$ cat src/rtl/time_set_ctrl_pkg.sv
// Shared definitions for the clock time-set controller: state/field codes,
// field limits and the per-counter control bundle.
package time_set_ctrl_pkg;

    // State codes double as the display field-select codes.
    typedef enum logic [1:0] {
        RUN     = 2'd0,
        SET_HR  = 2'd1,
        SET_MIN = 2'd2,
        SET_SEG = 2'd3
    } state_t;

    localparam logic [5:0] SEG_MAX = 6'd59;
    localparam logic [5:0] MIN_MAX = 6'd59;
    localparam logic [4:0] HR_MAX  = 5'd23;

    typedef struct packed {
        logic en;
        logic up;
        logic down;
    } ctl_t;

    localparam ctl_t CTL_IDLE = '{en: 1'b0, up: 1'b0, down: 1'b0};
    localparam ctl_t CTL_UP   = '{en: 1'b1, up: 1'b1, down: 1'b0};
    localparam ctl_t CTL_DOWN = '{en: 1'b1, up: 1'b0, down: 1'b1};

    function automatic state_t next_field(input state_t s);
        case (s)
            RUN:     return SET_HR;
            SET_HR:  return SET_MIN;
            SET_MIN: return SET_SEG;
            default: return RUN;
        endcase
    endfunction

endpackage

$ cat src/rtl/time_set_ctrl_edge_pulse.sv
// Registered rising-edge detector: one single-cycle pulse per low-to-high
// transition of a debounced level, one cycle after the rise is sampled.
module edge_pulse (
    input  logic clk,
    input  logic rst,
    input  logic level,
    output logic pulse
);

    logic prev;

    // NOTE: non-blocking assignments so prev and pulse both see the old level.
    always_ff @(posedge clk or posedge rst) begin
        if (rst) begin
            prev  <= 1'b0;
            pulse <= 1'b0;
        end else begin
            prev  <= level;
            pulse <= level & ~prev;
        end
    end

endmodule

$ cat src/rtl/time_set_ctrl.sv
// Time-set controller: turns the 1 Hz tick into carry-chained counter enables
// in RUN, and routes up/down buttons to the selected field in the SET states.
// Optional idle auto-return to RUN is built when SET_TIMEOUT_EN is defined.
module time_set_ctrl
    import time_set_ctrl_pkg::*;
#(
    parameter int unsigned BLINK_DIV   = 25000000,
    parameter int unsigned TIMEOUT_CYC = 500000000
) (
    input  logic       clkctl,
    input  logic       resetctl,
    input  logic       tick1hz,
    input  logic       btnmode,
    input  logic       btnup,
    input  logic       btndown,
    input  logic [5:0] qseg,
    input  logic [5:0] qmin,
    input  logic [4:0] qhr,
    output logic       enseg,
    output logic       upseg,
    output logic       downseg,
    output logic       enmin,
    output logic       upmin,
    output logic       downmin,
    output logic       enhr,
    output logic       uphr,
    output logic       downhr,
    output logic [1:0] fieldsel,
    output logic       blink
);

    localparam int unsigned BW = $clog2(BLINK_DIV + 1);

    state_t        state, state_nx;
    ctl_t          seg_nx, min_nx, hr_nx;
    logic          mode_evt, up_evt, down_evt;
    logic          btn_evt, step_up, step_dn, idle_hit;
    logic [BW-1:0] blink_cnt;
    logic          blink_q;

    edge_pulse u_mode (.clk(clkctl), .rst(resetctl), .level(btnmode), .pulse(mode_evt));
    edge_pulse u_up   (.clk(clkctl), .rst(resetctl), .level(btnup),   .pulse(up_evt));
    edge_pulse u_down (.clk(clkctl), .rst(resetctl), .level(btndown), .pulse(down_evt));

    assign btn_evt = mode_evt | up_evt | down_evt;
    assign step_up = up_evt & ~down_evt;
    assign step_dn = down_evt & ~up_evt;

`ifdef SET_TIMEOUT_EN
    localparam int unsigned IW = $clog2(TIMEOUT_CYC + 1);
    logic [IW-1:0] idle_cnt;

    always_ff @(posedge clkctl or posedge resetctl) begin
        if (resetctl)                     idle_cnt <= '0;
        else if (state == RUN || btn_evt) idle_cnt <= '0;
        else                              idle_cnt <= idle_cnt + 1'b1;
    end

    assign idle_hit = (state != RUN) && (idle_cnt == IW'(TIMEOUT_CYC - 1));
`else
    logic unused_timeout;
    assign unused_timeout = (TIMEOUT_CYC != 0);
    assign idle_hit       = 1'b0;
`endif

    // NOTE: every output of this block gets a default first, so no latches.
    always_comb begin
        state_nx = state;
        seg_nx   = CTL_IDLE;
        min_nx   = CTL_IDLE;
        hr_nx    = CTL_IDLE;
        if (state == RUN) begin
            if (tick1hz) begin
                seg_nx = CTL_UP;
                if (qseg == SEG_MAX) begin
                    min_nx = CTL_UP;
                    if (qmin == MIN_MAX) hr_nx = CTL_UP;
                end
            end
            if (mode_evt) state_nx = SET_HR;
        end else if (mode_evt) begin
            state_nx = next_field(state);
        end else if (idle_hit) begin
            state_nx = RUN;
        end else if (step_up) begin
            case (state)
                SET_HR:  hr_nx  = CTL_UP;
                SET_MIN: min_nx = CTL_UP;
                SET_SEG: seg_nx = CTL_UP;
                default: ;
            endcase
        end else if (step_dn) begin
            // Counters cannot load, so decrementing past zero is refused.
            case (state)
                SET_HR:  if (qhr  != '0) hr_nx  = CTL_DOWN;
                SET_MIN: if (qmin != '0) min_nx = CTL_DOWN;
                SET_SEG: if (qseg != '0) seg_nx = CTL_DOWN;
                default: ;
            endcase
        end
    end

    always_ff @(posedge clkctl or posedge resetctl) begin
        if (resetctl) begin
            state                     <= RUN;
            {enseg, upseg, downseg}   <= '0;
            {enmin, upmin, downmin}   <= '0;
            {enhr, uphr, downhr}      <= '0;
            blink_cnt                 <= '0;
            blink_q                   <= 1'b0;
        end else begin
            state                     <= state_nx;
            {enseg, upseg, downseg}   <= seg_nx;
            {enmin, upmin, downmin}   <= min_nx;
            {enhr, uphr, downhr}      <= hr_nx;
            // Any button activity restarts the visible half-period.
            if (state_nx == RUN || btn_evt) begin
                blink_cnt <= '0;
                blink_q   <= 1'b0;
            end else if (blink_cnt == BW'(BLINK_DIV - 1)) begin
                blink_cnt <= '0;
                blink_q   <= ~blink_q;
            end else begin
                blink_cnt <= blink_cnt + 1'b1;
            end
        end
    end

    assign fieldsel = state;
    assign blink    = blink_q;

endmodule
$ cat config.mk
export PLATFORM = sky130hd
export DESIGN_NAME = time_set_ctrl
export DESIGN_NICKNAME = d
export VERILOG_FILES = /design/src/rtl/time_set_ctrl_pkg.sv /design/src/rtl/time_set_ctrl_edge_pulse.sv /design/src/rtl/time_set_ctrl.sv
export SDC_FILE = /design/constraint.sdc
export NUM_CORES = 1
export LEC_CHECK = 0
export CAP_MARGIN = 10
export CORE_ASPECT_RATIO = 0.7
export CORE_MARGIN = 2
export CORE_UTILIZATION = 47
export DETAILED_ROUTE_END_ITERATION = 8
export GPL_TIMING_DRIVEN = 0
export PLACE_DENSITY_LB_ADDON = 0.25
export SETUP_SLACK_MARGIN = 0.3
export SLEW_MARGIN = 30
export SYNTH_ARGS = -nofsm -noshare
export SYNTH_HDL_FRONTEND = slang
export SYNTH_SLANG_ARGS = --single-unit
$ cat constraint.sdc
create_clock -name clkctl -period 1.9 [get_ports clkctl]
set_input_delay 0.285 -clock clkctl [delete_from_list [all_inputs] [get_ports clkctl]]
set_output_delay 0.285 -clock clkctl [all_outputs]
set_load 0.01 [all_outputs]
==> results of run 1 <==
cells in the final DEF (no fill, tap or decap), types with 6 or more instances in the layout:
cell type        count
buf_4               33
dfrtp_1             36
nand3_1              6
clkdlybuf4s50_1     28
nor3_1              15
a211oi_2             7
nand2_1              6
dfrtp_2              7
nand4_1              8
dlygate4sd2_1        6
o31ai_1              6
xor2_1               9
stage by stage:
stage	std cells	util	setup TNS, ps	hold slack, ps
floorplan	188	-	0	316.4
global placement	277	0.5919	-10750	382.7
detailed placement	278	0.5965	-132.1	384.8
CTS	313	0.6872	0	280.7
global route	323	0.7305	-22.11	298.1
finish	323	0.7305	0	270.5
repair_timing:
| item | in CTS | in global routing |
|---|---|---|
| hold endpoints to repair | 0 | 0 |
| pin swaps | 12 | 6 |
| resized for setup | 34 | 20 |
| endpoints found under the setup margin | 37 | 27 |
| setup buffers | 25 | 10 |
| gates cloned | 2 | 0 |
cell type report:
cell class / count / area (um^2)
clock buffers: 6 / 72.57
clock inverters: 2 / 12.51
repair buffers: 71 / 634.4
fillers: 273 / 1160
plain buffers: 6 / 60.06
multi-input cells: 136 / 1196
flip-flops and latches: 43 / 1085
well taps: 55 / 68.82
inverters: 4 / 15.01
metal layers:
layer  up-vias  track usage  part of all wire
li1        880            -                 -
met1       938       0.3348              0.44
met2        90       0.3509              0.46
met3        18      0.06492             0.076
met4         0      0.08295             0.027
met5         -            0                 0
report_power, final:
group | switching [mW] | internal, mW
Sequential | 0.0657 | 0.985
Clock | 0.314 | 0.257
Combinational | 0.253 | 0.262
worst max-delay path by stage:
stage	startpoint	endpoint	slack, ps	cells past startpoint
after floorplan	blink_cnt[6]$_DFF_PP0_	blink_cnt[17]$_DFF_PP0_	100	5
after CTS	blink_cnt[5]$_DFF_PP0_	blink_cnt[17]$_DFF_PP0_	120	5
final	blink_cnt[0]$_DFF_PP0_	blink_cnt[24]$_DFF_PP0_	40	8
after global routing	blink_cnt[15]$_DFF_PP0_	blink_cnt[24]$_DFF_PP0_	-20	4
after global placement	resetctl	enseg$_DFF_PP0_	-250	2
after detailed placement	qseg[1]	enseg$_DFF_PP0_	-40	4
Yosys cell counts (all sizes together), types with 2 or more instances:
library cell / number / area, um^2
dfrtp: 43 / 1076
nor3: 16 / 80.08
a211oi: 10 / 90.09
nand2: 10 / 37.54
or4: 10 / 78.82
nand3: 9 / 50.05
xor2: 9 / 78.83
nand4: 8 / 50.05
o31ai: 8 / 60.06
ha: 5 / 62.56
xnor2: 5 / 43.79
and4: 4 / 36.29
buf: 4 / 26.27
inv: 4 / 15.01
nor2: 4 / 15.01
nor4: 4 / 25.02
o21ai: 4 / 20.01
or3: 4 / 31.28
nor2b: 3 / 18.77
o311a: 3 / 30.03
or2: 3 / 18.77
a22o: 2 / 17.52
and3: 2 / 12.51
clkbuf: 2 / 7.510
nand4b: 2 / 17.52
nor4b: 2 / 17.52
nor4bb: 2 / 20.02
critical path, stage by stage (launching register included):
cell	delay [ps]
dfrtp_1	410
ha_2	210
and4_4	230
buf_8	140
buf_4	140
nand2_4	60
buf_4	170
o31ai_4	270
a211oi_1	100
cell families (layout without fill, tap and decap cells):
| logic type | count (synthesis) | after routing | share of synthesized area |
|---|---|---|---|
| AO/OA/AOI/OAI | 30 | 30 | 0.1170 |
| XOR/XNOR | 14 | 14 | 0.05882 |
| adder cells (fa/ha/maj) | 5 | 5 | 0.03001 |
| buffers and inverters | 10 | 89 | 0.02341 |
| flip-flops | 43 | 43 | 0.5162 |
| AND/OR/NAND/NOR | 86 | 87 | 0.2545 |
==> results.toml, run 1 <==
[setup_path]
worstPathRequired_ps = 2070
reg2regPathDepth = 8
crit_fanout = 4
r2r_slack_ps = 40
start_kind = "flip-flop"
r2r-start = "blink_cnt[0]$_DFF_PP0_"
r2r-end = "blink_cnt[24]$_DFF_PP0_"
end_kind = "flip-flop"
path_class = "reg -> reg"
worstPathArrival_ps = 2030

[clock_network]
cts_hold_buffers = 0
clk_latency_ps = 300
cts_buffers = 5
cts_tree = "built"
clkTransAtPathRegs_ps = 90
htreeDepth = 2
root_buffer = "clkbuf_8"
cts_sinks = 43
cts_buffer_depth = 2

[routing]
vias = 1926
drc = 0
wl_per_cell_um = 18.67
drt_iter0_markers = 169
dr.pass1.iters = 4
ant_nets = 0
vias_per_cell = 5.963
routed_wl_um = 6029

[floorplan]
rows = 20
fp.coreArea_um2 = 4304
die_x_um = 83.60
io_pins = 35
dieHeight_um = 59.72
initial_core_util = 0.4843
dieArea_um2 = 4993

[placed_design]
gp_congestion = 0.8343
dpl_cell_area_um2 = 2567
post-place-ws_ps = -44.16
numPortBuffers = 34
dp_hpwl_um = 3357

[global_route]
gr-total-overflow = 0
antenna_found_initial = 0
grt_pass1_vias = 1813
grt_max_degree = 29
grt_pass1_wl_um = 9045
grt_usage = 0.2352

[power_and_ir_drop]
p_per_area_nw_per_um2 = 679.2
p_leak_nw = 1.283
ir_worst_vdd_mv = 0.5418
total_power_mw = 2.136

[layout]
largest_register_ff_count = 25
nets = 295
top_register = "blink_cnt"
drive_gt1_frac = 0.3657
fin_area_um2 = 3144
n_antenna_cell = 0
synthToLayoutAreaGrowth_pct = 50.84

[synth]
ys_seq_elements = 43
synth_nets = 216
synth_edf_count = 0
synthesis.area_um2 = 2084
yosysWarnings = 0
async_flop_share = 1.000
yosysSeqAreaShare = 0.5162
ys_types = 41
avgSynthCellArea_um2 = 11.09
postSynthCellCount = 188
synth_flop_cell = "dfrtp_1"

[sta]
finalSetupViolCount = 0
worst_slack_ps = 39.96
fmax_ghz = 0.5376
maxSlewViolCount = 0
relSlewSlack = 0.6255
rsz0062_at_grt = "true"
tightest_slew_ps = 561.7
min_period_ps = 1860
clock_skew_ps = 13.84
finalCritPeriodShare = 0.9790
hold_violations = 0

[run]
maxCapViolCount = 0

[status]
status = "complete, no violations"

[worst_hold_path]
min_path_type = "in -> async"
Power figures use the tool's default switching activity.
==> run 2, diff against run 1 <==
Settings changed: CORE_MARGIN 2 to default.
==> results.toml, run 2 (same netlist as run 1, synthesis figures left out) <==
[status]
status = "complete, no violations"

[power_and_ir_drop]
p_leak_nw = 1.260
ir_worst_vdd_mv = 0.7907
p_per_area_nw_per_um2 = 719.2

[sta]
hold_violations = 0
finalSetupViolCount = 0
tightest_slew_ps = 643.3
min_period_ps = 1885
rsz0062_at_grt = "true"
whs_ps = 259.9
clock_skew_ps = 11.73
maxSlewViolCount = 0
relSlewSlack = 0.5711
fmax_ghz = 0.5305
finalCritPeriodShare = 0.9921
worst_slack_ps = 15.07

[layout]
top_register = "blink_cnt"
final_cell_mix = "dfrtp_1, clkdlybuf4s50_1, buf_4"
largest_register_ff_count = 25
synthToLayoutAreaGrowth_pct = 55.22
n_antenna_cell = 0
drive_gt1_frac = 0.4008
final_common_cell = "dfrtp_1"
finalNonFillerCells = 314
nets = 290

[setup_path]
start_kind = "flip-flop"
r2r_slack_ps = 20
end_kind = "flip-flop"
cpMaxStageDelayCell = "or4_4"
r2r-end = "blink_cnt[17]$_DFF_PP0_"
r2r-start = "blink_cnt[6]$_DFF_PP0_"
cp_cell_sequence = "nand4_1, or3_4, buf_6, or4_4, a211oi_2"
worstPathArrival_ps = 2100
crit_fanout = 8
reg2regPathDepth = 5
path_class = "reg -> reg"
slowest_delay_ps = 470
worstPathRequired_ps = 2110

[floorplan]
die_x_um = 81.60
initial_core_util = 0.5098
fp.coreArea_um2 = 4089
dieArea_um2 = 4710
rows = 19
io_pins = 35
dieHeight_um = 57.72

[clock_network]
cts_tree = "built"
cts_buffer_depth = 2
clk_latency_ps = 300
cts_sinks = 43
cts_hold_buffers = 0
cts_buffers = 5
root_buffer = "clkbuf_8"
htreeDepth = 2
clkTransAtPathRegs_ps = 90

[global_route]
grt_max_degree = 32
grt_pass1_wl_um = 9804
grt_pass1_vias = 1909
antenna_found_initial = 0
gr-total-overflow = 0
grt_usage = 0.2837

[placed_design]
gp_congestion = 0.8269
dp_hpwl_um = 3524
numPortBuffers = 34
post-place-ws_ps = -66.34
placed_cells = 275

[routing]
dr.pass1.iters = 4
routed_wl_um = 6432
wl_per_cell_um = 20.48
vias_per_cell = 6.420
vias = 2016
drt_iter0_markers = 238
drc = 0
ant_nets = 0

[run]
maxCapViolCount = 0

[worst_hold_path]
min_path_type = "in -> async"
-- run 2: area by class of cell --
cell class              instances  area (um^2)
clock inverters                 1        30.03
inverters                       4        15.01
multi-input cells             135         1250
clock buffers                   6        72.57
flip-flops and latches         43         1084
plain buffers                   6        61.31
repair buffers                 67        658.1
well taps                      52        65.06
fillers                       233        853.3
-- run 2: metrics by stage --
step	util	power [mW]	instance area [um^2]	setup TNS, ps
floorplan	-	1.262	2138	0
global placement	0.6221	1.478	2544	-11400
detailed placement	0.6270	1.497	2564	-216.3
CTS	0.7619	2.265	3115	0
global route	0.7913	2.432	3236	-53.17
finish	0.7913	2.327	3236	0
-- run 2: how the worst max path moves through the flow --
stage | end | from
6_report | blink_cnt[17]$_DFF_PP0_ | blink_cnt[6]$_DFF_PP0_
5_1_grt | blink_cnt[23]$_DFF_PP0_ | blink_cnt[6]$_DFF_PP0_
4_1_cts | blink_cnt[17]$_DFF_PP0_ | blink_cnt[7]$_DFF_PP0_
3_5_place_dp | enseg$_DFF_PP0_ | qseg[1]
3_3_place_gp | blink$_DFFE_PP0P_ | resetctl
2_1_floorplan | blink_cnt[17]$_DFF_PP0_ | blink_cnt[6]$_DFF_PP0_
-- run 2: worst max-delay path: cells and delay by family (launching register included) --
kind / cells / cell delay (ps)
AND/OR/NAND/NOR: 3 / 1040
flip-flops: 1 / 420
AO/OA/AOI/OAI: 1 / 190
buffers and inverters: 1 / 140
-- run 2: routing by layer --
layer  GRT usage  vias up  wire, um
li1            -      865         -
met1      0.3971     1015      2629
met3     0.07874       29       564
met4     0.07268        0       194
met5           0        -         0
met2      0.4381      107      3044
-- run 2: power breakdown --
part / switching (mW) / leakage (nW) / total, mW / internal, mW
logic: 0.299 / 0.633 / 0.578 / 0.280
clock network: 0.312 / 0.0513 / 0.698 / 0.386
registers: 0.0651 / 0.575 / 1.05 / 0.986
total: 0.676 / 1.26 / 2.33 / 1.65
-- run 2: what timing repair did --
item                       in CTS  in global routing
gates cloned                    2                  0
buffers inserted               25                  5
pin swaps                      24                  7
setup endpoints to repair      36                 32
gates resized for setup        52                 18
